--- src/rtl/vec_pkg.sv ---
// vec_pkg: shared opcodes, FSM state encoding and default sizing for the vector lane sequencer.
`default_nettype none

package vec_pkg;

    localparam int c_size_v_default      = 8;
    localparam int c_reg_num_default     = 5;
    localparam int c_data_length_default = 8;

    typedef enum logic [2:0] {
        OP_ADD  = 3'b000,
        OP_SUB  = 3'b001,
        OP_AND  = 3'b010,
        OP_OR   = 3'b011,
        OP_XOR  = 3'b100,
        OP_MUL  = 3'b101,
        OP_MINU = 3'b110,
        OP_MAXU = 3'b111
    } op_e;

    typedef logic [1:0] state_t;

    localparam state_t c_st_idle  = 2'd0;
    localparam state_t c_st_read  = 2'd1;
    localparam state_t c_st_drain = 2'd2;

endpackage

`default_nettype wire

--- src/rtl/vec_elem_alu.sv ---
// vec_elem_alu: combinational per-element operation; MUL is only built when VEC_MUL_EN is defined.
`default_nettype none

module vec_elem_alu
    import vec_pkg::*;
#(
    parameter int DATA_LENGTH = c_data_length_default
) (
    input  op_e                    op,
    input  logic [DATA_LENGTH-1:0] a,
    input  logic [DATA_LENGTH-1:0] b,
    output logic [DATA_LENGTH-1:0] y
);

    always_comb begin
        y = '0;
        case (op)
            OP_ADD:  y = a + b;
            OP_SUB:  y = a - b;
            OP_AND:  y = a & b;
            OP_OR:   y = a | b;
            OP_XOR:  y = a ^ b;
`ifdef VEC_MUL_EN
            OP_MUL:  y = a * b;
`else
            OP_MUL:  y = '0;
`endif
            OP_MINU: y = (a < b) ? a : b;
            OP_MAXU: y = (a < b) ? b : a;
            default: y = '0;
        endcase
    end

endmodule

`default_nettype wire

--- src/rtl/vec_lane_seq.sv ---
// vec_lane_seq: element-serial vector instruction sequencer (IDLE/READ/DRAIN) over a registered-read file.
// Optional feature macro: VEC_MUL_EN (enables op 101 MUL; otherwise it is flagged illegal).
`default_nettype none

module vec_lane_seq
    import vec_pkg::*;
#(
    parameter int SIZE_V      = c_size_v_default,
    parameter int REG_NUM     = c_reg_num_default,
    parameter int DATA_LENGTH = c_data_length_default
) (
    input  logic                   clk_i,
    input  logic                   rst_i,
    input  logic                   instr_valid_i,
    output logic                   instr_ready_o,
    input  logic [2:0]             op_i,
    input  logic [REG_NUM-1:0]     vs1_i,
    input  logic [REG_NUM-1:0]     vs2_i,
    input  logic [REG_NUM-1:0]     vd_i,
    output logic [REG_NUM-1:0]     rd1_o,
    output logic [REG_NUM-1:0]     rd2_o,
    output logic                   rd_valid_o,
    input  logic [DATA_LENGTH-1:0] s1_i,
    input  logic [DATA_LENGTH-1:0] s2_i,
    output logic [REG_NUM-1:0]     wr_o,
    output logic [DATA_LENGTH-1:0] wr_d_o,
    output logic                   wr_valid_o,
    output logic                   busy_o,
    output logic                   done_o,
    output logic                   illegal_o
);

    localparam int CNT_W = (SIZE_V > 1) ? $clog2(SIZE_V) : 1;
    localparam logic [CNT_W-1:0] c_last = CNT_W'(SIZE_V - 1);

    state_t                 r_state;
    logic [CNT_W-1:0]       r_cnt;
    logic                   r_drain;
    op_e                    r_op;
    logic [REG_NUM-1:0]     r_vs1;
    logic [REG_NUM-1:0]     r_vs2;
    logic [REG_NUM-1:0]     r_vd;
    logic                   r_stage_v;
    logic                   r_wr_valid;
    logic [DATA_LENGTH-1:0] r_wr_d;
    logic                   r_illegal;

    logic                   w_accept;
    logic                   w_op_illegal;
    logic [DATA_LENGTH-1:0] w_alu;

`ifdef VEC_MUL_EN
    assign w_op_illegal = 1'b0;
`else
    assign w_op_illegal = (op_i == OP_MUL);
`endif

    assign instr_ready_o = (r_state == c_st_idle) && !rst_i;
    assign w_accept      = instr_valid_i && instr_ready_o;

    vec_elem_alu #(
        .DATA_LENGTH(DATA_LENGTH)
    ) u_alu (
        .op(r_op),
        .a (s1_i),
        .b (s2_i),
        .y (w_alu)
    );

    // Two-stage pipe: read request -> operand valid (r_stage_v) -> registered result (r_wr_valid).
    always_ff @(posedge clk_i) begin
        if (rst_i) begin
            r_state    <= c_st_idle;
            r_cnt      <= '0;
            r_drain    <= 1'b0;
            r_op       <= OP_ADD;
            r_vs1      <= '0;
            r_vs2      <= '0;
            r_vd       <= '0;
            r_stage_v  <= 1'b0;
            r_wr_valid <= 1'b0;
            r_wr_d     <= '0;
            r_illegal  <= 1'b0;
        end else begin
            r_illegal  <= 1'b0;
            r_stage_v  <= (r_state == c_st_read);
            r_wr_valid <= r_stage_v;
            r_wr_d     <= r_stage_v ? w_alu : '0;
            case (r_state)
                c_st_idle: begin
                    if (w_accept) begin
                        r_op  <= op_e'(op_i);
                        r_vs1 <= vs1_i;
                        r_vs2 <= vs2_i;
                        r_vd  <= vd_i;
                        r_cnt <= '0;
                        if (w_op_illegal) begin
                            r_illegal <= 1'b1;
                        end else begin
                            r_state <= c_st_read;
                        end
                    end
                end
                c_st_read: begin
                    if (r_cnt == c_last) begin
                        r_cnt   <= '0;
                        r_drain <= 1'b0;
                        r_state <= c_st_drain;
                    end else begin
                        r_cnt <= r_cnt + 1'b1;
                    end
                end
                c_st_drain: begin
                    // Second drain cycle carries the last write; leave right after it.
                    if (r_drain) begin
                        r_drain <= 1'b0;
                        r_state <= c_st_idle;
                    end else begin
                        r_drain <= 1'b1;
                    end
                end
                default: r_state <= c_st_idle;
            endcase
        end
    end

    assign rd_valid_o = (r_state == c_st_read);
    assign rd1_o      = rd_valid_o ? r_vs1 : '0;
    assign rd2_o      = rd_valid_o ? r_vs2 : '0;
    assign wr_valid_o = r_wr_valid;
    assign wr_o       = r_wr_valid ? r_vd : '0;
    assign wr_d_o     = r_wr_d;
    assign busy_o     = (r_state != c_st_idle);
    assign done_o     = r_wr_valid && (r_state == c_st_drain) && r_drain;
    assign illegal_o  = r_illegal;

endmodule

`default_nettype wire

--- config.mk ---
export PLATFORM = sky130hd
export DESIGN_NAME = vec_lane_seq
export DESIGN_NICKNAME = d
export VERILOG_FILES = /design/src/rtl/vec_pkg.sv /design/src/rtl/vec_elem_alu.sv /design/src/rtl/vec_lane_seq.sv
export SDC_FILE = /design/constraint.sdc
export NUM_CORES = 1
export LEC_CHECK = 0
export ABC_AREA = 1
export BUFFER_PORTS_ARGS = -buffer_cell sky130_fd_sc_hd__buf_2
export CAP_MARGIN = 5
export CORE_MARGIN = 4
export CORE_UTILIZATION = 40
export CTS_CLUSTER_SIZE = 12
export DETAILED_ROUTE_END_ITERATION = 7
export PLACE_DENSITY_LB_ADDON = 0.2
export SYNTH_ARGS = -nofsm -noshare
export SYNTH_HDL_FRONTEND = slang
export SYNTH_SLANG_ARGS = --single-unit
export TNS_END_PERCENT = 100
--- constraint.sdc ---
create_clock -name clk_i -period 2.2 [get_ports clk_i]
set_input_delay 0.33 -clock clk_i [delete_from_list [all_inputs] [get_ports clk_i]]
set_output_delay 0.33 -clock clk_i [all_outputs]
set_load 0.03 [all_outputs]
Yosys cells after proc, flatten, opt, wreduce, memory -nomap -nowiden
Index checks and enable logic that the tools add are counted.
- register bits: 35
- input port bits: 37
- output and inout bits: 29
- word-level logic and storage cells: 70
- add/sub/neg operators: 3
- order comparisons: 1
- equality and inequality tests: 15
- muxes and demuxes: 18
- bitwise logic cells: 6
- reductions and logical operators: 16
- operators by type and width (operator ; number):
    $pmux 8 s8 ; 1
    $eq 3x3->1 const B ; 6
    $mux 8 ; 2
    $mux 5 ; 3
    $add 8x8->8 ; 1
    $and 8x8->8 ; 1
    $lt 8x8->1 ; 1
    $mux 2 ; 4
    $or 8x8->8 ; 1
    $sub 8x8->8 ; 1
    $xor 8x8->8 ; 1
    $eq 3x2->1 const B ; 2
    $mux 3 ; 2
    $ne 2x2->1 const B ; 3
    $pmux 2 s3 ; 1
    $pmux 3 s2 ; 1
    $reduce_and 2->1 ; 3
    $reduce_bool 2->1 ; 3
    $logic_and 1x1->1 ; 4
    $reduce_and 4->1 ; 1
    $add 3x1->3 const B ; 1
    $eq 3x1->1 const B ; 1
    $logic_not 3->1 ; 1
    $mux 1 ; 3
    9 further kinds ; 11

Logic depth before layout (Yosys ltp)
Gate-level depths: netlist of the first run.
- depth in word-level cells: 5
- gate-level depth with buffers: 15
- mapped depth without buffers: 15

Modules after synthesis
A second synthesis of the first run with hierarchy kept.
- cell total of the unflattened synthesis: 448
- area, all modules: 2852.7 sq um
- modules (own cells, without submodules) (module ; times used ; cells each ; area an instance (sq um)):
    vec_elem_alu ; 1 ; 258 ; 1437.6
    vec_lane_seq ; 1 ; 190 ; 1415.1

Least setup slack after synthesis of the first run
No wires, ideal clock.
- path type: flip-flop to output port
- start point: register r_state[0]
- end point: output rd1_o[0]
- arrival: 1.629 ns
- required time: 1.870 ns
- setup slack: 0.241 ns
- cell stages (with the launch flop): 6
- path buffers: 1
- path through: dfxtp_1 -> inv_1 -> nor2_1 -> inv_1 -> clkbuf_1 -> nor2_1
- word-level cells in the longest chain between the ends: 2
- RTL lines (what ; RTL line ; source):
    start, declared ; vec_lane_seq.sv:36 ; state_t r_state;
    start signal, assigned ; vec_lane_seq.sv:73 ; r_state <= c_st_idle;
    start signal, assigned ; vec_lane_seq.sv:100 ; r_state <= c_st_read;
    start signal, assigned ; vec_lane_seq.sv:108 ; r_state <= c_st_drain;
    $eq 2x1->1 ; vec_lane_seq.sv:127 ; assign rd_valid_o = (r_state == c_st_read);
    via rd_valid_o ; vec_lane_seq.sv:22 ; output logic rd_valid_o,
    $mux 5 ; vec_lane_seq.sv:128 ; assign rd1_o = rd_valid_o ? r_vs1 : '0;
    end, declared ; vec_lane_seq.sv:20 ; output logic [REG_NUM-1:0] rd1_o,
The timed path passes the listed nets, and every way through them passes these cells.

Worst setup path after layout of the first run
- start point: input s1_i[0]
- end point: register r_wr_d[3] (netlist: wr_d_o[3])
- word-level cells in the longest chain between the ends: 3
- elaborated cells between the ends (all ways): 6
- classes of those cells: 2 x add/sub; 1 x order compare; 3 x mux
- RTL lines (what ; RTL line ; source):
    start, declared ; vec_lane_seq.sv:23 ; input logic [DATA_LENGTH-1:0] s1_i,
    $lt 8x8->1 ; vec_elem_alu.sv:28, vec_elem_alu.sv:29 ;
    $mux 8 (on tied branches) ; vec_elem_alu.sv:29, vec_elem_alu.sv:28 ;
    $pmux 8 s8 (*) ; vec_elem_alu.sv:17 ; case (op)
    end signal, assigned ; vec_lane_seq.sv:88 ; r_wr_d <= r_stage_v ? w_alu : '0;
    end, declared ; vec_lane_seq.sv:45 ; logic [DATA_LENGTH-1:0] r_wr_d;
Every way passes the cells marked *; elsewhere a longest branch is shown, timed or not.
A chain may end at the register's enable or synchronous reset.

==> reports/qor.json, run 1 <==
{
  "status": {"value": "finished clean"},
  "viasPerCell": {"value": 5.054},
  "timing.hold.worst_path_depth": {"value": 3},
  "endpoint_kind": {"value": "register"},
  "setup_violations": {"value": 0},
  "routabilityCongestion": {"value": 0.9187},
  "timing.max_cap.violations": {"value": 0},
  "grt_pass1_wl": {"value": 11710, "unit": "um"},
  "cts_inserted_buffers": {"value": 5},
  "slew-limit-headroom": {"value": 0.6342},
  "critical_path_class": {"value": "in2reg"},
  "route.vias.total": {"value": 2810},
  "clkSlewWorstSetupHoldPaths": {"value": 70, "unit": "ps"},
  "via_count_of_the_first_global_routing_pass": {"value": 2588},
  "finalWirelength": {"value": 7092, "unit": "um"},
  "timing.critical_path.from_type": {"value": "input port"},
  "worst_skew_pair.late_latency": {"value": 280, "unit": "ps"},
  "grt.overflow.total": {"value": 0},
  "tightest_slew": {"value": 545.7, "unit": "ps"},
  "crit_fanout": {"value": 10},
  "antenna_cells_inserted": {"value": 0},
  "timing.critical_path.slowest_cell_delay": {"value": 400, "unit": "ps"},
  "synth_cells": {"value": 402},
  "unrepaired_setup_endpoints_after_global_routing": {"value": "false"},
  "design.portCount": {"value": 66},
  "dpl.hpwl": {"value": 5699, "unit": "um"},
  "wire_per_inst": {"value": 12.76, "unit": "um"},
  "worstHoldPathType": {"value": "in2reg"},
  "power_density_normalized_to_cell_area": {"value": 573.0, "unit": "nW/um^2"},
  "syn_area_per_cell": {"value": 6.738, "unit": "um^2"},
  "floorplan.initialDensity": {"value": 0.4194},
  "regArea": {"value": 700.7, "unit": "um^2"},
  "clock_path_buffers": {"value": 2},
  "maximum_clock_frequency": {"value": 0.5066, "unit": "GHz"},
  "critical_hold_path_startpoint": {"value": "vd_i[2]"},
  "worstPathArrival": {"value": 2190, "unit": "ps"},
  "final-max-slew-violation-count": {"value": 0},
  "final_net_count": {"value": 543},
  "syn_nets": {"value": 467},
  "grt_antenna_before_repair": {"value": 0},
  "die_x": {"value": 90.29, "unit": "um"},
  "leakagePower": {"value": 0.001820, "unit": "uW"},
  "cts_hold_repair.buffers": {"value": 0},
  "yosys_register_bits": {"value": 35},
  "placement_rows": {"value": 29},
  "hold_viol_final": {"value": 0},
  "n_fill_cell": {"value": 675},
  "cts_tree": {"value": "built"},
  "clock_sink_count": {"value": 35},
  "clock_tree.htree_level_count": {"value": 2},
  "clock_skew": {"value": 7.744, "unit": "ps"},
  "drt_pass1_iterations": {"value": 4},
  "synth_warnings": {"value": 0},
  "crit_cells": {"value": 15},
  "hold_path_end": {"value": "r_vd[2]$_SDFFE_PP0P_"},
  "ctsResizeCount": {"value": 0},
  "path_cells": {"value": "buf_2 > inv_1 > ha_1 > fa_1 > inv_1 > nand2_1 > nand2_4 > nand3_2 > nand2_4 > clkinv_1 > nand2_1 > nand3_1 > nand3_1 > nor2_1 > nor2_1"},
  "worst_ep_required_time": {"value": 2420, "unit": "ps"},
  "setup_ws": {"value": 226.2, "unit": "ps"},
  "buffer_ports.inserted": {"value": 65},
  "finalCriticalPeriod": {"value": 1974, "unit": "ps"},
  "post-place-ws": {"value": -30.29, "unit": "ps"},
  "multi_input_comb_area": {"value": 1618, "unit": "um^2"},
  "grtUsageTotal": {"value": 0.1699},
  "slowest_stage": {"value": "fa_1"},
  "endpoint_of_the_worst_register_to_register_path": {"value": "wr_d_o[7]$_SDFF_PP0_"},
  "worstRegToRegCells": {"value": 9},
  "totalNegativeSetupSlack": {"value": 0, "unit": "ps"},
  "grt_max_degree": {"value": 26},
  "die_h": {"value": 90.29, "unit": "um"},
  "fp.coreArea": {"value": 6459, "unit": "um^2"},
  "cts-root-buf": {"value": "clkbuf_8"},
  "drt_first_iter_violations": {"value": 154},
  "worst_ir_drop_vdd": {"value": 0.5292, "unit": "mV"},
  "flow.area_growth_from_synthesis": {"value": 22.77, "unit": "%"},
  "synth_area": {"value": 2709, "unit": "um^2"},
  "layout-drive-gt1-share": {"value": 0.2401},
  "ff2ff_setup_slack": {"value": 560, "unit": "ps"},
  "cts.repair_timing.setup_buffer_count": {"value": 0},
  "critPathTopFamily": {"value": "simple AND/OR/NAND/NOR gates"},
  "yosysUniqueCellTypes": {"value": 40},
  "floorplan.die_area": {"value": 8152, "unit": "um^2"},
  "totalPowerFinal": {"value": 1906, "unit": "uW"},
  "final_period_utilization": {"value": 0.8972},
  "critical_path_buf_inv_count": {"value": 4},
  "worst_r2r_startpoint": {"value": "r_op[2]$_SDFFE_PP0P_"},
  "detail_route.drc_violations": {"value": 0},
  "final_antenna_net_count": {"value": 0},
  "synth-seq-area-share": {"value": 0.2587}
}
==> cells in the final DEF (no fill, tap or decap), drive strengths merged <==
cell and instances:
fa 2, or2 2, clkbuf 5, a21oi 37
buf 80, a31oi 2, inv 73, nor3 1
clkinvlp 1, a32o 2, a41oi 1, ha 26
a21o 1, dfxtp 35, and2 1, nand4 5
o221ai 1, a211oi 2, nand2 79, o22ai 5
o21bai 3, o211ai 3, a221oi 1, nor2 33
clkinv 4, nand3 37, o21ai 28, xor2 2
nand3b 2, a32oi 1, bufinv 4
==> where the power goes <==
part           switching [uW]  internal [uW]
Combinational             338            201
Clock                     232            452
Sequential               16.8            666
Total                     586           1320
==> worst min-delay path: cells and delay by family <==
kind	cells	cell delay (ps)
buf+inv	1	70
simple gates	2	90
==> worst max path at each step <==
stage,start,end
2_1_floorplan,r_state[0]$_SDFFE_PP0P_,rd1_o[0]
3_3_place_gp,s1_i[0],wr_d_o[3]$_SDFF_PP0_
3_5_place_dp,s1_i[0],wr_d_o[3]$_SDFF_PP0_
4_1_cts,s1_i[0],wr_d_o[3]$_SDFF_PP0_
5_1_grt,s1_i[0],wr_d_o[5]$_SDFF_PP0_
6_report,s1_i[0],wr_d_o[3]$_SDFF_PP0_
==> layer usage <==
metal	wire, um	track usage	part of all wire	vias to the layer above
met1	3335	0.2259	0.47	1283
met5	0	0	0	-
met2	3361	0.2788	0.47	69
li1	-	-	-	1452
met4	59	0.04847	0.0083	0
met3	336	0.03417	0.047	6
==> kinds of logic (layout without fill, tap and decap cells) <==
family | count (synthesis) | count (layout) | synth area share
compound gates | 87 | 87 | 0.1908
xor+xnor | 2 | 2 | 0.006468
fa+ha+maj | 28 | 28 | 0.1349
buf+inv | 90 | 167 | 0.1441
flops | 35 | 35 | 0.2587
simple gates | 160 | 160 | 0.2651
==> synth_stat cells, drive strengths merged <==
cell type	instances	share of area
o21bai	3	0.0083
nor3	1	0.0037
a211oi	2	0.0055
clkbuf	6	0.0083
and2	1	0.0023
o221ai	1	0.0032
nand2	79	0.12
inv	73	0.10
nand3	37	0.072
a32oi	1	0.0032
fa	2	0.015
a32o	2	0.0074
dfxtp	35	0.26
o211ai	3	0.012
nand4	5	0.012
a31oi	2	0.0046
a21o	1	0.0028
buf	5	0.016
a221oi	1	0.0032
nor2	33	0.048
clkinv	4	0.0055
nand3b	2	0.0055
a21oi	37	0.073
ha	26	0.12
bufinv	2	0.013
o21ai	28	0.053
or2	2	0.0046
xor2	2	0.0065
o22ai	5	0.012
a41oi	1	0.0032
==> per-stage QoR <==
stage	hold slack, ps	std cells	instance area, um^2	utilization
floorplan	399.1	402	2709	-
global placement	439.6	548	3189	0.4938
detailed placement	448.4	548	3189	0.4938
CTS	235.5	556	3326	0.5149
global route	247.7	556	3326	0.5149
finish	241.1	556	3326	0.5149
==> registers in the layout (all words and copies together) (netlist names) <==
| signal | count |
|---|---|
| r_state | 2 |
| r_vs2 | 5 |
| r_stage_v | 1 |
| r_vs1 | 5 |
| illegal_o | 1 |
| r_op | 3 |
| r_vd | 5 |
| wr_valid_o | 1 |
| r_drain | 1 |
| r_cnt | 3 |
| wr_d_o | 8 |
==> cell type report <==
| class | count | area share |
|---|---|---|
| multi-input combinational | 277 | 0.4865 |
| sequential | 35 | 0.2107 |
| timing repair buffer | 80 | 0.1354 |
| inverter | 79 | 0.09744 |
| tap | 77 | 0.02897 |
| clock buffer | 5 | 0.02069 |
| clock inverter | 3 | 0.02032 |
(Power assumes the default switching activity.)
==> inputs of run 2 (changes only) <==
--- a/config.mk
+++ b/config.mk
@@ -5,14 +5,13 @@
 export SDC_FILE = /design/constraint.sdc
 export NUM_CORES = 1
 export LEC_CHECK = 0
-export ABC_AREA = 1
 export BUFFER_PORTS_ARGS = -buffer_cell sky130_fd_sc_hd__buf_2
 export CAP_MARGIN = 5
-export CORE_MARGIN = 4
 export CORE_UTILIZATION = 40
 export CTS_CLUSTER_SIZE = 12
 export DETAILED_ROUTE_END_ITERATION = 7
 export PLACE_DENSITY_LB_ADDON = 0.2
+export SLEW_MARGIN = 10
 export SYNTH_ARGS = -nofsm -noshare
 export SYNTH_HDL_FRONTEND = slang
 export SYNTH_SLANG_ARGS = --single-unit
==> run 2 against run 1 <==
Against the previous run: cell count down 9.7%; global-route usage is 4.4 points higher; clock skew fell by 3.6 ps; largest power group is now sequential cells; cell area up 2.6%; flip-flop and latch count unchanged; register-to-register slack got worse by 280 ps; routed wire length shrank 4.0%; first-iteration DRC count down 5.8%; highest routed layer unchanged; critical endpoint is now wr_d_o[5]$_SDFF_PP0_.
==> reports/qor.json, run 2 <==
{
  "status": {"value": "finished clean"},
  "multi_input_comb_area": {"value": 1760, "unit": "um^2"},
  "critical_path_buf_inv_count": {"value": 1},
  "path_cells": {"value": "buf_2 > ha_4 > fa_2 > nor2_4 > o311ai_4 > a31oi_4 > mux2_4 > a221oi_2 > a221oi_2"},
  "endpoint_kind": {"value": "register"},
  "worstHoldPathType": {"value": "in2reg"},
  "synth.largest_area_cell": {"value": "dfxtp_1"},
  "flow.area_growth_from_synthesis": {"value": 32.01, "unit": "%"},
  "cts-root-buf": {"value": "clkbuf_8"},
  "timing.critical_path.slowest_cell_delay": {"value": 380, "unit": "ps"},
  "antenna_cells_inserted": {"value": 0},
  "crit_fanout": {"value": 6},
  "clock_tree.htree_level_count": {"value": 2},
  "worst_ir_drop_vdd": {"value": 0.4953, "unit": "mV"},
  "cts_tree": {"value": "built"},
  "drt_first_iter_violations": {"value": 145},
  "worst_ep_required_time": {"value": 2340, "unit": "ps"},
  "globalRoute.busiestLayer": {"value": "met2"},
  "critPathTopFamily": {"value": "compound AO/OA/AOI/OAI gates"},
  "grtUsageTotal": {"value": 0.2143},
  "final_period_utilization": {"value": 0.9739},
  "syn_area_per_cell": {"value": 7.806, "unit": "um^2"},
  "global_route.usage.met3": {"value": 0.03407},
  "utilization": {"value": 0.5628},
  "route.vias.total": {"value": 2605},
  "cts_inserted_buffers": {"value": 5},
  "critical_path.most_common_cell": {"value": "a221oi_2"},
  "tightest_slew": {"value": 660.8, "unit": "ps"},
  "synth_cells": {"value": 331},
  "setup_violations": {"value": 0},
  "yosysUniqueCellTypes": {"value": 49},
  "timing.max_cap.violations": {"value": 0},
  "grt_antenna_before_repair": {"value": 0},
  "worstPathArrival": {"value": 2280, "unit": "ps"},
  "grt_use_met2": {"value": 0.3388},
  "critical_path_class": {"value": "in2reg"},
  "switchingPower": {"value": 587.8, "unit": "uW"},
  "intPower": {"value": 1294, "unit": "uW"},
  "placement_rows": {"value": 28},
  "dpl.hpwl": {"value": 5235, "unit": "um"},
  "place_inst": {"value": 493},
  "grt.overflow.total": {"value": 0},
  "viasPerCell": {"value": 5.189},
  "clkSlewWorstSetupHoldPaths": {"value": 70, "unit": "ps"},
  "share_seq_of_total_power": {"value": 0.372},
  "detail_route.drc_violations": {"value": 0},
  "syn_nets": {"value": 396},
  "synth_area": {"value": 2584, "unit": "um^2"},
  "worst_skew_pair.late_latency": {"value": 290, "unit": "ps"},
  "clock_path_buffers": {"value": 2},
  "slew-limit-headroom": {"value": 0.5561},
  "hold_viol_final": {"value": 0},
  "relative_contribution_of_combinational_cells_to_total_power": {"value": 0.306},
  "most-common-layout-cells": {"value": "64 x buf_2, 52 x nand2_1, 38 x buf_4"},
  "totalNegativeSetupSlack": {"value": 0, "unit": "ps"},
  "grt_pass1_wl": {"value": 11090, "unit": "um"},
  "largest_register_ffs": {"value": 8},
  "die_x": {"value": 82.37, "unit": "um"},
  "clock_skew": {"value": 4.145, "unit": "ps"},
  "slowest_stage": {"value": "mux2_4"},
  "wire_per_inst": {"value": 13.56, "unit": "um"},
  "layout-drive-gt1-share": {"value": 0.2998},
  "yosys-top-cells-count": {"value": "52 x nand2_1, 35 x dfxtp_1, 28 x inv_1, 26 x ha_1, 23 x nor2_1"},
  "timing.critical_path.from_type": {"value": "input port"},
  "switching_share": {"value": 0.3123},
  "synth_warnings": {"value": 0},
  "drt_pass1_iterations": {"value": 4},
  "via_count_of_the_first_global_routing_pass": {"value": 2378},
  "regArea": {"value": 700.7, "unit": "um^2"},
  "buffer_ports.inserted": {"value": 65},
  "clock_sink_count": {"value": 35},
  "final_common_cell": {"value": "buf_2"},
  "finalCriticalPeriod": {"value": 2143, "unit": "ps"},
  "power_density_normalized_to_cell_area": {"value": 551.8, "unit": "nW/um^2"},
  "synth_flop_cell": {"value": "dfxtp_1"},
  "synth_async_sr_flop_share": {"value": 0},
  "design.portCount": {"value": 66},
  "final-max-slew-violation-count": {"value": 0},
  "die_h": {"value": 82.37, "unit": "um"},
  "synth-seq-area-share": {"value": 0.2712},
  "final_antenna_net_count": {"value": 0},
  "final_net_count": {"value": 491},
  "fp.coreArea": {"value": 6061, "unit": "um^2"},
  "power.share.clock": {"value": 0.322},
  "finish.cell_count_without_fillers": {"value": 502},
  "grt_max_degree": {"value": 27},
  "fin_hold_ws": {"value": 224.1, "unit": "ps"},
  "floorplan.initialDensity": {"value": 0.4263},
  "n_fill_cell": {"value": 591},
  "grtUsageMet1": {"value": 0.2999},
  "maximum_clock_frequency": {"value": 0.4667, "unit": "GHz"},
  "netlist.area_leader.share": {"value": 0.2712},
  "finalWirelength": {"value": 6809, "unit": "um"},
  "leakagePower": {"value": 0.001698, "unit": "uW"},
  "unrepaired_setup_endpoints_after_global_routing": {"value": "false"},
  "yosys_register_bits": {"value": 35},
  "floorplan.die_area": {"value": 6785, "unit": "um^2"},
  "synth.top_cells.by_area": {"value": "dfxtp_1 27%, ha_1 13%, nand2_1 7.6%, nand3b_1 5.5%, and2_1 4.4%"},
  "synth.most_common_cell": {"value": "nand2_1"},
  "routabilityCongestion": {"value": 0.8947},
  "number_of_enable_flip_flop_cells_after_synthesis": {"value": 0}
}
## run 2: cell count changes in the layout (fill, tap and decap cells not counted), sizes merged, moves of 7 or more
cell / delta
nor2: -9
buf: +23
a221oi: +7
a21oi: -16
inv: -45
nand3b: +17
nand3: -32
nor3: +7
o21ai: -21
and2: +17
nand2: -27
## run 2: final timing paths
kind	from	endpoint	slack, ps	depth (start not counted)
min reg2reg	r_vs2[0]$_SDFFE_PP0P_	r_vs2[0]$_SDFFE_PP0P_	470	2
min	vd_i[3]	r_vd[3]$_SDFFE_PP0P_	220	3
max	s2_i[0]	wr_d_o[5]$_SDFF_PP0_	60	9
max reg2reg	r_op[0]$_SDFFE_PP0P_	wr_d_o[2]$_SDFF_PP0_	280	5
## run 2: repair_timing
item / in CTS / in global routing
hold buffers: 0 / 0
endpoints found under the setup margin: 0 / 6
gates resized for setup: 0 / 5
buffers inserted: 0 / 1
## run 2: cell type report
| class | instances | share of cell area |
|---|---|---|
| timing repair buffer | 103 | 0.1809 |
| tap | 75 | 0.02751 |
| inverter | 29 | 0.03558 |
| clock inverter | 2 | 0.01027 |
| sequential | 35 | 0.2054 |
| multi-input combinational | 252 | 0.5161 |
| clock buffer | 6 | 0.02421 |
## run 2: power by group through the flow
stage / combinational, uW / sequential, uW / clock [uW]
after floorplan: 367 / 710 / 0
after global placement: 561 / 713 / 0
after detailed placement: 569 / 714 / 0
after CTS: 572 / 700 / 621
after global routing: 635 / 705 / 647
final: 575 / 701 / 606
## run 2: cell families after synthesis
kind of cell    Yosys count  share of synthesized area
compound gates           73                     0.2073
xor+xnor                  7                    0.02373
fa+ha+maj                28                     0.1414
buf+inv                  44                    0.06731
flops                    35                     0.2712
mux                       4                    0.01792
simple gates            140                     0.2712
## run 2: tightest hold or removal path: cells and delay by family
family / cells / cell delay, ps
buffers and inverters: 1 / 70
and+or+nand+nor: 2 / 80
## run 2: per-layer routing
metal | vias up | routed length [um]
met4 | 0 | 82
li1 | 1328 | -
met5 | - | 0
met2 | 50 | 3191
met1 | 1217 | 3259
met3 | 10 | 275
## run 2: metrics by stage
stage	worst slack, ps	power (uW)	cell area (um^2)
finish	57.38	1882	3411
CTS	11.98	1892	3386
detailed placement	-295.9	1283	3268
floorplan	-8.227	1077	2636
global route	19.65	1988	3411
global placement	-232.8	1274	3268
==> inputs of run 3 (changes only) <==
==> constraint.sdc (replaced) <==
create_clock -name clk_i -period 2.8 [get_ports clk_i]
set_input_delay 0.42 -clock clk_i [delete_from_list [all_inputs] [get_ports clk_i]]
set_output_delay 0.42 -clock clk_i [all_outputs]
set_load 0.03 [all_outputs]
==> run 3 against run 2 <==
Against the previous run: clock-buffer cell count unchanged; clock skew increased by 0.78 ps; highest routed layer unchanged; combinational power decreased by 31%; flip-flop and latch count unchanged; sequential power is 22% lower; global-route usage is 1.1 points lower.
==> reports/qor.json, run 3 (synthesis gave the netlist of run 2 again) <==
{
  "met2_wirelength": {"value": 3056, "unit": "um"},
  "grt_max_degree": {"value": 28},
  "top_signal_layer_used": {"value": "met4"},
  "clock_path_buffers": {"value": 2},
  "clkSlewWorstSetupHoldPaths": {"value": 70, "unit": "ps"},
  "tightest_slew": {"value": 709.3, "unit": "ps"},
  "routabilityCongestion": {"value": 0.8889},
  "setup_violations": {"value": 0},
  "grt_pass1_wl": {"value": 10410, "unit": "um"},
  "finalCriticalPeriod": {"value": 2410, "unit": "ps"},
  "route.vias.total": {"value": 2466},
  "fp.coreArea": {"value": 6061, "unit": "um^2"},
  "wire_per_inst": {"value": 14.41, "unit": "um"},
  "critical_path_buf_inv_count": {"value": 2},
  "cts_inserted_buffers": {"value": 5},
  "cts-root-buf": {"value": "clkbuf_8"},
  "n_fill_cell": {"value": 625},
  "wl_met3": {"value": 324, "unit": "um"},
  "cts.repair_timing.setup_buffer_count": {"value": 0},
  "clock_sink_count": {"value": 35},
  "drt_first_iter_violations": {"value": 116},
  "cts_tree": {"value": "built"},
  "worstPathArrival": {"value": 2540, "unit": "ps"},
  "floorplan.die_area": {"value": 6785, "unit": "um^2"},
  "largest_register_ffs": {"value": 8},
  "worst_ep_required_time": {"value": 2930, "unit": "ps"},
  "maximum_clock_frequency": {"value": 0.4150, "unit": "GHz"},
  "most-common-layout-cells": {"value": "65 x buf_2, 52 x nand2_1, 35 x dfxtp_1"},
  "clock_skew": {"value": 4.929, "unit": "ps"},
  "cts_hold_repair.buffers": {"value": 0},
  "floorplan.initialDensity": {"value": 0.4263},
  "endpoint_kind": {"value": "register"},
  "worstHoldPathType": {"value": "in2reg"},
  "placement_rows": {"value": 28},
  "utilization": {"value": 0.5029},
  "buffer_ports.inserted": {"value": 65},
  "hold_viol_final": {"value": 0},
  "finish.cell_count_without_fillers": {"value": 467},
  "layout-drive-gt1-share": {"value": 0.2194},
  "critPathTopFamily": {"value": "compound AO/OA/AOI/OAI gates"},
  "status": {"value": "finished clean"},
  "totalPowerFinal": {"value": 1280, "unit": "uW"},
  "detail_route.drc_violations": {"value": 0},
  "ctsResizeCount": {"value": 0},
  "design.portCount": {"value": 66},
  "via_count_of_the_first_global_routing_pass": {"value": 2229},
  "slowest_stage": {"value": "mux2_2"},
  "die_h": {"value": 82.37, "unit": "um"},
  "final_net_count": {"value": 458},
  "grt.overflow.total": {"value": 0},
  "timing.max_cap.violations": {"value": 0},
  "grtUsageTotal": {"value": 0.2035},
  "totalNegativeSetupSlack": {"value": 0, "unit": "ps"},
  "worst_skew_pair.late_latency": {"value": 280, "unit": "ps"},
  "timing.critical_path.from_type": {"value": "input port"},
  "dpl.hpwl": {"value": 5119, "unit": "um"},
  "leakagePower": {"value": 0.001498, "unit": "uW"},
  "antenna_cells_inserted": {"value": 0},
  "die_x": {"value": 82.37, "unit": "um"},
  "crit_fanout": {"value": 6},
  "path_cells": {"value": "buf_2 > inv_1 > ha_1 > fa_1 > nor2_2 > o311ai_2 > a31oi_4 > mux2_2 > a221oi_2 > a221oi_1"},
  "place_inst": {"value": 461},
  "final_common_cell": {"value": "buf_2"},
  "critical_path_class": {"value": "in2reg"},
  "timing.critical_path.slowest_cell_delay": {"value": 440, "unit": "ps"},
  "grt_antenna_before_repair": {"value": 0},
  "clock_tree.htree_level_count": {"value": 2},
  "drt_pass1_iterations": {"value": 4},
  "viasPerCell": {"value": 5.281},
  "slew-limit-headroom": {"value": 0.5235},
  "final_antenna_net_count": {"value": 0},
  "routed_length_on_met1": {"value": 3316, "unit": "um"},
  "final-max-slew-violation-count": {"value": 0},
  "worst_ir_drop_vdd": {"value": 0.3218, "unit": "mV"},
  "finalWirelength": {"value": 6731, "unit": "um"},
  "flow.area_growth_from_synthesis": {"value": 17.97, "unit": "%"},
  "unrepaired_setup_endpoints_after_global_routing": {"value": "false"},
  "final_period_utilization": {"value": 0.8605},
  "power_density_normalized_to_cell_area": {"value": 420.0, "unit": "nW/um^2"}
}
## run 3: per-stage QoR
| stage | hold WS (ps) | worst slack, ps | instance area (um^2) |
|---|---|---|---|
| finish | 317.0 | 390.5 | 3048 |
| detailed placement | 459.9 | 107.3 | 2975 |
| global placement | 455.5 | 134.0 | 2975 |
| floorplan | 444.8 | 309.7 | 2584 |
| global route | 320.0 | 259.8 | 3048 |
| CTS | 313.4 | 405.0 | 3048 |
## run 3: worst reg2reg max path, cell delays in order, from the launching register on
cell	delay [ps]
dfxtp_1	590
clkinv_1	120
buf_4	190
nor2_1	340
mux2_2	340
a221oi_2	70
a221oi_1	280
## run 3: final timing paths
kind	slack, ps	endpoint	cells past startpoint	start
hold reg to reg	470	r_vs2[1]$_SDFFE_PP0P_	2	r_vs2[1]$_SDFFE_PP0P_
setup / recovery	390	wr_d_o[5]$_SDFF_PP0_	10	s1_i[0]
setup reg to reg	770	wr_d_o[5]$_SDFF_PP0_	6	r_op[2]$_SDFFE_PP0P_
hold / removal	320	r_vs1[1]$_SDFFE_PP0P_	3	vs1_i[1]
## run 3: cell type report
type / instances / area [um^2] / area share
well taps: 75 / 93.84 / 0.03079
inverters: 29 / 108.9 / 0.03571
clock buffers: 6 / 72.57 / 0.02381
flip-flops and latches: 35 / 700.7 / 0.2299
repair buffers: 70 / 362.8 / 0.1190
multi-input cells: 252 / 1709 / 0.5608
## run 3: layer usage
layer / vias up / track usage
li1: 1262 / -
met1: 1138 / 0.2873
met2: 61 / 0.3190
met3: 5 / 0.04505
met4: 0 / 0.03333
met5: - / 0
## run 3: report_power, final
group,internal [uW],switching (uW)
Combinational,160,234
Clock,166,170
Sequential,527,23.4
